### src/rtl/ram_reader_pkg.sv
// rtl/ram_reader_pkg.sv - shared types and constants for the RAM stream reader
//
// Contents:
//   ram_reader_state_t     sequencer state encoding (IDLE, ISSUE, DRAIN, DONE)
//   RAM_READER_FIFO_DEPTH  output buffer depth (2 entries)
//   RAM_READER_COUNT_BITS  width of the buffer occupancy count
//   RAM_READER_PTR_BITS    width of the buffer read/write pointers

package ram_reader_pkg;

    typedef enum logic [1:0] {
        IDLE  = 2'd0,
        ISSUE = 2'd1,
        DRAIN = 2'd2,
        DONE  = 2'd3
    } ram_reader_state_t;

    localparam int RAM_READER_FIFO_DEPTH = 2;
    localparam int RAM_READER_COUNT_BITS = $clog2(RAM_READER_FIFO_DEPTH + 1);
    localparam int RAM_READER_PTR_BITS   = $clog2(RAM_READER_FIFO_DEPTH);

endpackage

### src/rtl/ram_stream_reader_if.sv
// rtl/ram_stream_reader_if.sv - valid/ready output stream of the RAM stream reader
//
// Signals:
//   out_data   stream payload (RAM_WIDTH bits)
//   out_valid  payload valid
//   out_ready  consumer ready
//   out_last   final word of the current command
// Modports: master (reader side), slave (consumer side).

interface ram_stream_reader_if #(
    parameter int RAM_WIDTH = 16
) ();

    logic [RAM_WIDTH-1:0] out_data;
    logic                 out_valid;
    logic                 out_ready;
    logic                 out_last;

    modport master (
        output out_data,
        output out_valid,
        output out_last,
        input  out_ready
    );

    modport slave (
        input  out_data,
        input  out_valid,
        input  out_last,
        output out_ready
    );

endinterface

### src/rtl/ram_reader_fifo.sv
// rtl/ram_reader_fifo.sv - 2-entry synchronous FIFO carrying {last, data}
//
// Ports:
//   clock, reset   rising-edge clock, synchronous active-high reset
//   push_i         write push_data_i at the next edge
//   push_data_i    entry to write
//   pop_i          drop the head entry at the next edge
//   head_data_o    current head entry (valid when !empty_o)
//   empty_o        no entries held
//   count_o        number of entries held, used for read-issue credit

module ram_reader_fifo
    import ram_reader_pkg::*;
#(
    parameter int WIDTH = 17
) (
    input  logic                             clock,
    input  logic                             reset,
    input  logic                             push_i,
    input  logic [WIDTH-1:0]                 push_data_i,
    input  logic                             pop_i,
    output logic [WIDTH-1:0]                 head_data_o,
    output logic                             empty_o,
    output logic [RAM_READER_COUNT_BITS-1:0] count_o
);

    localparam logic [RAM_READER_COUNT_BITS-1:0] FULL_COUNT =
        RAM_READER_COUNT_BITS'(RAM_READER_FIFO_DEPTH);

    logic [WIDTH-1:0]                 mem_q [RAM_READER_FIFO_DEPTH];
    logic [RAM_READER_PTR_BITS-1:0]   wr_ptr_q;
    logic [RAM_READER_PTR_BITS-1:0]   rd_ptr_q;
    logic [RAM_READER_COUNT_BITS-1:0] count_q;
    logic [RAM_READER_COUNT_BITS-1:0] count_d;
    logic                             do_push;
    logic                             do_pop;

    assign do_pop  = pop_i && (count_q != '0);
    // A simultaneous pop frees the slot being written when full.
    assign do_push = push_i && ((count_q != FULL_COUNT) || do_pop);
    assign count_d = count_q + RAM_READER_COUNT_BITS'(do_push)
                             - RAM_READER_COUNT_BITS'(do_pop);

    always_ff @(posedge clock) begin
        if (reset) begin
            for (int i = 0; i < RAM_READER_FIFO_DEPTH; i++) begin
                mem_q[i] <= '0;
            end
            wr_ptr_q <= '0;
            rd_ptr_q <= '0;
            count_q  <= '0;
        end else begin
            if (do_push) begin
                mem_q[wr_ptr_q] <= push_data_i;
                wr_ptr_q        <= wr_ptr_q + RAM_READER_PTR_BITS'(1);
            end
            if (do_pop) begin
                rd_ptr_q <= rd_ptr_q + RAM_READER_PTR_BITS'(1);
            end
            count_q <= count_d;
        end
    end

    assign head_data_o = mem_q[rd_ptr_q];
    assign empty_o     = (count_q == '0);
    assign count_o     = count_q;

endmodule

### src/rtl/ram_stream_reader.sv
// rtl/ram_stream_reader.sv - reads a run of RAM words and streams them out with valid/ready/last
//
// Ports:
//   clock, reset      rising-edge clock, synchronous active-high reset
//   start             command strobe, sampled only in IDLE
//   base_address      first address of the run (< RAM_DEPTH)
//   length            number of words (0 is legal)
//   stride            address step, present only with RAM_READER_STRIDE_EN
//   busy, done        command in progress / one-cycle completion pulse
//   read_address      RAM read address
//   ram_data          RAM read data, one cycle after the address
//   stream            output stream (ram_stream_reader_if.master)
// Optional feature macro: RAM_READER_STRIDE_EN (adds stride, default step is 1).

module ram_stream_reader
    import ram_reader_pkg::*;
#(
    parameter int RAM_WIDTH     = 16,
    parameter int RAM_ADDR_BITS = 10,
    parameter int RAM_DEPTH     = 736
) (
    input  logic                     clock,
    input  logic                     reset,
    input  logic                     start,
    input  logic [RAM_ADDR_BITS-1:0] base_address,
    input  logic [RAM_ADDR_BITS-1:0] length,
`ifdef RAM_READER_STRIDE_EN
    input  logic [RAM_ADDR_BITS-1:0] stride,
`endif
    output logic                     busy,
    output logic                     done,
    output logic [RAM_ADDR_BITS-1:0] read_address,
    input  logic [RAM_WIDTH-1:0]     ram_data,
    ram_stream_reader_if.master      stream
);

    localparam logic [RAM_ADDR_BITS-1:0] ONE     = RAM_ADDR_BITS'(1);
    localparam logic [RAM_ADDR_BITS:0]   DEPTH_W = (RAM_ADDR_BITS + 1)'(RAM_DEPTH);

    ram_reader_state_t          state_q, state_d;
    logic [RAM_ADDR_BITS-1:0]   addr_q, addr_d;
    logic [RAM_ADDR_BITS-1:0]   issue_rem_q, issue_rem_d;
    logic [RAM_ADDR_BITS-1:0]   out_rem_q, out_rem_d;
    logic                       inflight_q, inflight_d;
    logic                       inflight_last_q, inflight_last_d;
    logic [RAM_ADDR_BITS-1:0]   step;

`ifdef RAM_READER_STRIDE_EN
    logic [RAM_ADDR_BITS-1:0]   step_q, step_d;
    assign step = step_q;
`else
    assign step = ONE;
`endif

    logic [RAM_READER_COUNT_BITS-1:0] fifo_count;
    logic                             fifo_empty;
    logic [RAM_WIDTH:0]               fifo_head;
    logic                             pop;
    logic                             issue;
    logic [2:0]                       occupancy;
    logic [RAM_ADDR_BITS:0]           addr_sum;
    logic [RAM_ADDR_BITS:0]           addr_sub;
    logic [RAM_ADDR_BITS-1:0]         addr_next;

    ram_reader_fifo #(
        .WIDTH (RAM_WIDTH + 1)
    ) u_fifo (
        .clock       (clock),
        .reset       (reset),
        .push_i      (inflight_q),
        .push_data_i ({inflight_last_q, ram_data}),
        .pop_i       (pop),
        .head_data_o (fifo_head),
        .empty_o     (fifo_empty),
        .count_o     (fifo_count)
    );

    assign pop = !fifo_empty && stream.out_ready;

    // The RAM output register has no enable, so a read may only be issued
    // when the word it returns is guaranteed a FIFO slot next cycle.
    assign occupancy = 3'(fifo_count) + 3'(inflight_q) - 3'(pop);
    assign issue     = (state_q == ISSUE) && (occupancy < 3'd2);

    // Wrap modulo RAM_DEPTH with a single conditional subtract; both operands
    // are below RAM_DEPTH so the sum is below 2*RAM_DEPTH.
    assign addr_sum  = {1'b0, addr_q} + {1'b0, step};
    assign addr_sub  = (addr_sum >= DEPTH_W) ? DEPTH_W : '0;
    assign addr_next = RAM_ADDR_BITS'(addr_sum - addr_sub);

    always_comb begin
        state_d         = state_q;
        addr_d          = addr_q;
        issue_rem_d     = issue_rem_q;
        out_rem_d       = out_rem_q;
`ifdef RAM_READER_STRIDE_EN
        step_d          = step_q;
`endif
        inflight_d      = issue;
        inflight_last_d = issue && (issue_rem_q == ONE);

        if (pop) begin
            out_rem_d = out_rem_q - ONE;
        end
        if (issue) begin
            issue_rem_d = issue_rem_q - ONE;
            // The final address is left on the bus rather than advanced.
            if (issue_rem_q != ONE) begin
                addr_d = addr_next;
            end
        end

        case (state_q)
            IDLE: begin
                if (start) begin
                    issue_rem_d = length;
                    out_rem_d   = length;
`ifdef RAM_READER_STRIDE_EN
                    step_d      = stride;
`endif
                    if (length == '0) begin
                        state_d = DONE;
                    end else begin
                        state_d = ISSUE;
                        addr_d  = base_address;
                    end
                end
            end
            ISSUE: begin
                if (issue && (issue_rem_q == ONE)) begin
                    state_d = DRAIN;
                end
            end
            DRAIN: begin
                if (pop && (out_rem_q == ONE)) begin
                    state_d = DONE;
                end
            end
            DONE: begin
                state_d = IDLE;
            end
            default: begin
                state_d = IDLE;
            end
        endcase
    end

    always_ff @(posedge clock) begin
        if (reset) begin
            state_q         <= IDLE;
            addr_q          <= '0;
            issue_rem_q     <= '0;
            out_rem_q       <= '0;
            inflight_q      <= 1'b0;
            inflight_last_q <= 1'b0;
`ifdef RAM_READER_STRIDE_EN
            step_q          <= ONE;
`endif
        end else begin
            state_q         <= state_d;
            addr_q          <= addr_d;
            issue_rem_q     <= issue_rem_d;
            out_rem_q       <= out_rem_d;
            inflight_q      <= inflight_d;
            inflight_last_q <= inflight_last_d;
`ifdef RAM_READER_STRIDE_EN
            step_q          <= step_d;
`endif
        end
    end

    assign busy             = (state_q != IDLE);
    assign done             = (state_q == DONE);
    assign read_address     = addr_q;
    assign stream.out_valid = !fifo_empty;
    assign stream.out_data  = fifo_head[RAM_WIDTH-1:0];
    assign stream.out_last  = !fifo_empty && fifo_head[RAM_WIDTH];

endmodule
### src/flat_wrapper.sv
// flat-port wrapper written by rule: the top's interface ports become plain ports
module ram_stream_reader_flat import ram_reader_pkg::*;
#(
    parameter int RAM_WIDTH     = 16,
    parameter int RAM_ADDR_BITS = 10,
    parameter int RAM_DEPTH     = 736
)
  (clock, reset, start, base_address, length, busy, done, read_address, ram_data, stream_out_data, stream_out_valid, stream_out_last, stream_out_ready);
  ram_stream_reader_if #(.RAM_WIDTH(RAM_WIDTH)) stream_i ();
  input  logic clock;
  input  logic reset;
  input  logic start;
  input  logic [RAM_ADDR_BITS-1:0] base_address;
  input  logic [RAM_ADDR_BITS-1:0] length;
  output logic busy;
  output logic done;
  output logic [RAM_ADDR_BITS-1:0] read_address;
  input  logic [RAM_WIDTH-1:0] ram_data;
  output wire logic [$bits(stream_i.out_data)-1:0] stream_out_data;
  output wire logic [$bits(stream_i.out_valid)-1:0] stream_out_valid;
  output wire logic [$bits(stream_i.out_last)-1:0] stream_out_last;
  input wire logic [$bits(stream_i.out_ready)-1:0] stream_out_ready;
  assign stream_out_data = stream_i.out_data;
  assign stream_out_valid = stream_i.out_valid;
  assign stream_out_last = stream_i.out_last;
  assign stream_i.out_ready = stream_out_ready;
  ram_stream_reader #(.RAM_WIDTH(RAM_WIDTH), .RAM_ADDR_BITS(RAM_ADDR_BITS), .RAM_DEPTH(RAM_DEPTH)) u_core (.clock(clock), .reset(reset), .start(start), .base_address(base_address), .length(length), .busy(busy), .done(done), .read_address(read_address), .ram_data(ram_data), .stream(stream_i));
endmodule
### config.mk
export PLATFORM = sky130hd
export DESIGN_NAME = ram_stream_reader_flat
export DESIGN_NICKNAME = d
export VERILOG_FILES = /design/src/rtl/ram_reader_pkg.sv /design/src/rtl/ram_stream_reader_if.sv /design/src/rtl/ram_reader_fifo.sv /design/src/rtl/ram_stream_reader.sv /design/src/flat_wrapper.sv
export SDC_FILE = /design/constraint.sdc
export NUM_CORES = 1
export LEC_CHECK = 0
export BUFFER_PORTS_ARGS = -buffer_cell sky130_fd_sc_hd__clkbuf_2
export CORE_UTILIZATION = 55
export DETAILED_ROUTE_END_ITERATION = 10
export PLACE_DENSITY = 0.88
export SYNTH_ARGS = -nofsm -noshare
export SYNTH_HDL_FRONTEND = slang
export SYNTH_SLANG_ARGS = --single-unit
### constraint.sdc
create_clock -name clock -period 4.6 [get_ports clock]
set_input_delay 0.46 -clock clock [delete_from_list [all_inputs] [get_ports clock]]
set_output_delay 0.46 -clock clock [all_outputs]
set_load 0.005 [all_outputs]
=== Yosys cells after proc, flatten, opt, wreduce, memory -nomap -nowiden ===
Memory sizes are Yosys's and may differ from the RTL's. A register that Yosys moved wholly into a read port is not among the register bits.
Index checks and enable logic that the tools add are counted.
Widths: inputs -> output; s select.

* Add/subtract/negate cells: 10
* Magnitude comparators: 2
* Equal/unequal tests: 10
* Muxes and demuxes: 27
* Reductions and logical operators: 16

{| class="wikitable"
|+ Operators by type and width
! kind !! count
|-
| $mux 10 || 12
|-
| $eq 10x1->1 const B || 2
|-
| $sub 10x1->10 const B || 2
|-
| $mux 17 || 1
|-
| $reduce_or 17->1 || 1
|-
| $add 10x1->11 const B || 1
|-
| $ge 11x10->1 const B || 1
|-
| $logic_not 10->1 || 1
|-
| $ne 10x1->1 const B || 1
|-
| $sub 10x10->10 || 1
|-
| $mux 1 || 9
|-
| $mux 2 || 4
|-
| $pmux 2 s4 || 1
|-
| $logic_and 1x1->1 || 7
|-
| $eq 2x2->1 const B || 2
|-
| $logic_not 2->1 || 2
|-
| $ne 2x1->1 const B || 2
|-
| $ne 2x2->1 const B || 2
|-
| $reduce_bool 2->1 || 2
|-
| $add 2x1->3 || 1
|-
| $lt 3x2->1 const B || 1
|-
| $reduce_and 3->1 || 1
|-
| $sub 3x1->3 || 1
|-
| $add 1x1->1 const B || 2
|-
| 5 further kinds || 5
|}

* Flip-flop bits (word level): 38
* Memory bits (writable): 34
* Input port bits: 40
* Output and inout port bits: 30
* Logic and storage cells: 75
* Memories: 1

{| class="wikitable"
|+ Memories
! name !! depth !! bits a word !! rd ports !! clocked after memory_dff !! write ports !! RTL line !! RTL
|-
| u_core.u_fifo.mem_q || 2 || 17 || 1 || 1 || 2 || ram_reader_fifo.sv:30 || <nowiki>logic [WIDTH-1:0] mem_q [RAM_READER_FIFO_DEPTH];</nowiki>
|}

=== Longest topological paths before layout ===
* Depth in word-level cells: 11
* Depth in mapped cells: 14
* Depth with buffers taken out: 14

=== Hierarchy ===
From an unflattened synthesis, not the netlist that was laid out.

* Cells, all modules: 363
* Area total of the unflattened synthesis: 3955.0 µm²

{| class="wikitable"
|+ Modules (own cells, without submodules)
! module !! times used !! cells each !! area an instance (µm²) !! seq. area each (µm²)
|-
| ram_stream_reader || 1 || 247 || 2208.4 || 680.7
|-
| ram_reader_fifo || 1 || 116 || 1746.7 || 1121.1
|}

=== Worst setup path after synthesis ===
OpenSTA, ideal clock, no wires.

* Path kind: register -> register
* Start: reg u_core.addr_q[2], in the netlist u_core.read_address[2]
* End: reg u_core.addr_q[8], in the netlist u_core.read_address[8]
* Library setup time: 0.079 ns
* Data arrival time: 2.919 ns
* Required time: 4.521 ns
* Setup slack: 1.601 ns
* Cell stages (with the launch flop): 14
* Path buffers: 0
* Period minus slack after synthesis: 2.999 ns
* Cells stage by stage: dfxtp_1 -> nand3_1 -> nor2_1 -> and3_1 -> nand2_1 -> mux2_2 -> a22oi_1 -> ha_1 -> nor2b_1 -> o21a_1 -> or3_1 -> a21oi_1 -> xnor2_1 -> a211oi_2

* Longest elaborated chain between the ends: 9

{| class="wikitable"
|+ Ends and longest elaborated chain
! element !! RTL line !! RTL
|-
| start: declaration || ram_stream_reader.sv:41 || <nowiki>logic [RAM_ADDR_BITS-1:0] addr_q, addr_d;</nowiki>
|-
| start signal: assignment || ram_stream_reader.sv:161 || <nowiki>addr_q <= addr_d;</nowiki>
|-
| $add 10x1->11 * || ram_stream_reader.sv:87 || <nowiki>assign addr_sum = {1'b0, addr_q} + {1'b0, step};</nowiki>
|-
| $ge 11x10->1 || ram_stream_reader.sv:88 || <nowiki>assign addr_sub = (addr_sum >= DEPTH_W) ? DEPTH_W : '0;</nowiki>
|-
| $mux 10 || ram_stream_reader.sv:88 ||
|-
| $sub 10x10->10 * || ram_stream_reader.sv:89 || <nowiki>assign addr_next = RAM_ADDR_BITS'(addr_sum - addr_sub);</nowiki>
|-
| $mux 10 * || ram_stream_reader.sv:108 || <nowiki>if (issue_rem_q != ONE) begin</nowiki>
|-
| $mux 10 * || ram_stream_reader.sv:105 || <nowiki>if (issue) begin</nowiki>
|-
| $mux 10 || ram_stream_reader.sv:121 || <nowiki>if (length == '0) begin</nowiki>
|-
| $mux 10 || ram_stream_reader.sv:115 || <nowiki>if (start) begin</nowiki>
|-
| $mux 10 * || ram_stream_reader.sv:113 || <nowiki>case (state_q)</nowiki>
|}

Mark *: on every way between the ends. The rest lies on a longest branch, timed or not.
A chain may end at the register's enable or synchronous reset.

=== Final worst setup path ===
* Start: reg u_core.u_fifo.count_q[1], in the netlist u_core.u_fifo.count_o[1]
* End: reg u_core.addr_q[7], in the netlist u_core.read_address[7]

* Longest elaborated chain between the ends: 10
* Elaborated cells between the ends (all ways): 11
* Those cells by class: add/sub: 2; order compare: 1; mux: 4; reduce/logical: 4

{| class="wikitable"
|+ Ends and longest elaborated chain
! element !! RTL line !! RTL
|-
| start: declaration || ram_reader_fifo.sv:33 || <nowiki>logic [RAM_READER_COUNT_BITS-1:0] count_q;</nowiki>
|-
| start signal: assignment || ram_reader_fifo.sv:60 || <nowiki>count_q <= count_d;</nowiki>
|-
| parallel branches: the longest is 3 deep, another holds $add 2x1->3 || n/a ||
|-
| $sub 3x1->3 * || ram_stream_reader.sv:82 || <nowiki>assign occupancy = 3'(fifo_count) + 3'(inflight_q) - 3'(pop);</nowiki>
|-
| $lt 3x2->1 * || ram_stream_reader.sv:83 || <nowiki>assign issue = (state_q == ISSUE) && (occupancy < 3'd2);</nowiki>
|-
| $logic_and 1x1->1 * || ram_stream_reader.sv:83 ||
|-
| $mux 10 * || ram_stream_reader.sv:105 ||
|-
| $mux 10 || ram_stream_reader.sv:121 ||
|-
| $mux 10 || ram_stream_reader.sv:115 ||
|-
| $mux 10 * || ram_stream_reader.sv:113 ||
|}

Every way passes the cells marked *.

==> results.yml <==
timing:
  setup_ws_ps: 1141
  finalCriticalPeriod_ps: 3459
  max-slew-margin-rel_pct: 39.22
  final.setup.tns_ps: 0
  hold_violations: 0
  fin_hold_ws_ps: 346.2
  grt_setup_unrepaired: "false"
  fin_skew_ps: 6.934
  timing.fmax_ghz: 0.2891
  timing.final.crit_share_pct: 75.19
  setup_viol: 0
  worst_slew_pin_slew_ps: 909.5
  maxSlewViolCount: 0
die:
  die_w_um: 85.40
  die-area_mm2: 0.007292
  core-area_mm2: 0.006756
  rows: 30
  die_h_um: 85.40
  io_pins: 70
  initial_utilization_pct: 56.61
pwr:
  ir_drop_uv: 315.3
  p_sw_mw: 0.8601
  swShare_pct: 37.19
  power_density_mw_per_mm2: 527.5
  p_int_mw: 1.453
  p_comb_share_pct: 38.3
  leakage_nw: 1.790
  finalPower_mw: 2.313
  seqPwrFrac_pct: 42.5
  power.share.clock_pct: 19.2
worst_hold_path:
  hold_end: "u_core.read_address[7]$_SDFF_PP0_"
  hold_depth: 3
  hold_start: "base_address[7]"
  hold_class: "in2reg"
clocking:
  cts_hold_buf: 0
  cts-root-buf: "clkbuf_8"
  numCtsBuffers: 9
  htreeDepth: 3
  cts_tree: "built"
  post-cts-setup-buffer-count: 0
  clock_latency_ps: 350
  cts_resized: 0
  clockBufferDepth: 2
  cts_num_sinks: 73
  clk_pin_slew_ps: 70
placement:
  dp_slack_ps: 1158
  port-buffer-count: 69
  dpl.hpwl_um: 5281
  gp_congestion: 0.8638
  placedCellCount: 499
  place_area_mm2: 0.004210
drt:
  drc: 0
  vias_per_cell: 5.575
  wirelength_um: 7466
  drt_iter0_drc: 124
  wl_per_cell_um: 14.50
  firstDrtPassIters: 4
  ant_nets: 0
  via_count: 2871
logic_synthesis:
  synth_edf_count: 34
  synthTopCellsByArea: "edfxtp_1 27%, dfxtp_1 20%, and2_1 5.7%, ha_1 5.6%, mux2_2 5.3%"
  synth.cell_area_mm2: 0.003825
  async_flop_share_pct: 0
  syn_area_per_cell_um2: 10.57
  synthCells: 362
  synthFlopType: "dfxtp_1"
  synth_top_area_cell: "edfxtp_1"
  ys_seq_area_share_pct: 47.11
  synthDistinctLibCells: 54
  yosysWarnings: 0
  synth_fp_nets: 421
  synth_top_area_share_pct: 26.69
  yosys_register_bits: 73
final_layout:
  drive_above_1_share_pct: 26.44
  area_delta_synth_final_pct: 14.62
  fill_cells: 524
  multi_input_area_mm2: 0.001884
  nNetsFinal: 489
  final_cell_count_no_fill: 515
  seqCellArea_mm2: 0.001802
  antennaDiodeCount: 0
  design_area_mm2: 0.004384
  utilization_pct: 64.89
worst_setup_path:
  crit_type: "reg2reg"
  r2r.worst_path.cells: 11
  crit_fanout: 12
  cp.arrival_ps: 3670
  start_kind: "flop"
  cp-end-kind: "flop"
  r2r_setup_slack_ps: 1140
  critPathRequiredTime_ps: 4810
  r2r-end: "u_core.read_address[7]$_SDFF_PP0_"
  timing.rr.start: "u_core.u_fifo.count_o[1]$_SDFF_PP0_"
grt:
  grt_pass1_wl_um: 12010
  grt_max_degree: 36
  antenna_found_initial: 0
  track_usage_pct: 21.31
  grt_pass1_vias: 2753
  grt-ovfl-total: 0
flow_run:
  drv_cap: 0
outcome:
  outcome: "finished, final reports clean"
registers in the layout, indices dropped and copies added, names as in the netlist, named ones only:
| signal | cells |
|---|---|
| u_core.issue_rem_q | 10 |
| u_core.u_fifo.rd_ptr_q | 1 |
| u_core.u_fifo.mem_q | 34 |
| u_core.u_fifo.wr_ptr_q | 1 |
| u_core.out_rem_q | 10 |
| u_core.inflight_last_q | 1 |
| u_core.u_fifo.count_o | 2 |
| u_core.read_address | 10 |
| u_core.inflight_q | 1 |
| u_core.state_q | 2 |
logic make-up after synthesis:
logic type | count (synthesis) | share of synthesized area (%)
AO/OA/AOI/OAI | 64 | 11.25
AND/OR/NAND/NOR | 123 | 17.96
multiplexers | 22 | 6.346
adder cells (fa/ha/maj) | 19 | 6.608
flip-flops | 73 | 47.11
buffers and inverters | 30 | 3.631
XOR/XNOR | 31 | 7.098
metal layers:
metal | vias to the layer above | track usage [%] | part of all wire (%)
met5 | - | 0 | 0
met4 | 0 | 10.91 | 1.4
met3 | 10 | 4.475 | 4.9
met2 | 73 | 37.98 | 50
li1 | 1421 | - | -
met1 | 1367 | 24.12 | 43
worst max-delay path by stage:
stage,from,end,slack (ps)
detailed placement,stream_out_ready,u_core.read_address[7]$_SDFF_PP0_,1160
CTS,u_core.u_fifo.count_o[1]$_SDFF_PP0_,u_core.read_address[7]$_SDFF_PP0_,1160
floorplan,u_core.read_address[2]$_SDFF_PP0_,u_core.read_address[8]$_SDFF_PP0_,1600
global route,u_core.u_fifo.count_o[1]$_SDFF_PP0_,u_core.issue_rem_q[7]$_SDFF_PP0_,810
global placement,stream_out_ready,u_core.read_address[7]$_SDFF_PP0_,1240
finish,u_core.u_fifo.count_o[1]$_SDFF_PP0_,u_core.read_address[7]$_SDFF_PP0_,1140
layout by cell type, fill, tap and decap left out, types with 4 or more instances in the layout:
master    synthesis  layout
clkbuf_2          0      69
dfxtp_1          39      39
and2_1           35      35
edfxtp_1         34      34
nor2_1           25      25
a21oi_1          23      23
xnor2_1          19      19
mux2_2           18      18
nand2_1          17      17
ha_1             17      17
inv_1            15      15
xor2_1           12      12
o21bai_1         11      11
clkbuf_8          0      10
nand3_1           9       9
a211oi_1          8       8
nor4_1            6       6
mux2i_1           4       4
nor3_1            4       4
layout make-up:
class	instances	area share (%)
clock buffer	11	3.225
clock inverter	5	0.7420
inverter	15	1.284
multi-input combinational	259	42.98
sequential	73	41.10
tap	80	2.283
timing repair buffer	72	8.390
power by group through the flow:
stage / Sequential (mW) / Clock (mW) / Combinational (mW)
finish: 0.983 / 0.444 / 0.886
detailed placement: 0.996 / 0 / 0.872
CTS: 0.981 / 0.448 / 0.886
global placement: 0.982 / 0 / 0.840
floorplan: 0.950 / 0 / 0.691
global route: 1.01 / 0.475 / 0.993
cells in the mapped netlist, types with 2 or more instances:
master and n:
mux2_2 18, dfxtp_1 39, nor3_1 4, xnor2_1 19
nand2_1 17, mux2i_1 4, nor2_2 2, a31oi_1 2
nor4b_1 2, edfxtp_1 34, and2_1 35, nor2_1 25
nand2b_1 3, o211ai_1 3, a22o_1 2, nor4_1 6
o31ai_1 2, o21ai_0 3, clkbuf_1 10, or3_1 3
inv_1 15, o21bai_1 11, nand3_1 9, nor4_2 2
ha_1 17, a21oi_1 23, a211oi_2 2, and3_1 2
buf_2 2, nor2b_1 3, a211oi_1 8, fa_1 2
xor2_1 12
critical path, stage by stage (launching register included):
cell	delay, ps
dfxtp_1	370
o21ai_1	460
inv_1	210
ha_1	330
nand2b_1	150
fa_1	380
xnor2_1	170
and3_1	320
nand2_1	370
mux2_2	390
mux2i_1	130
nor2_1	50
(Power assumes the default switching activity.)
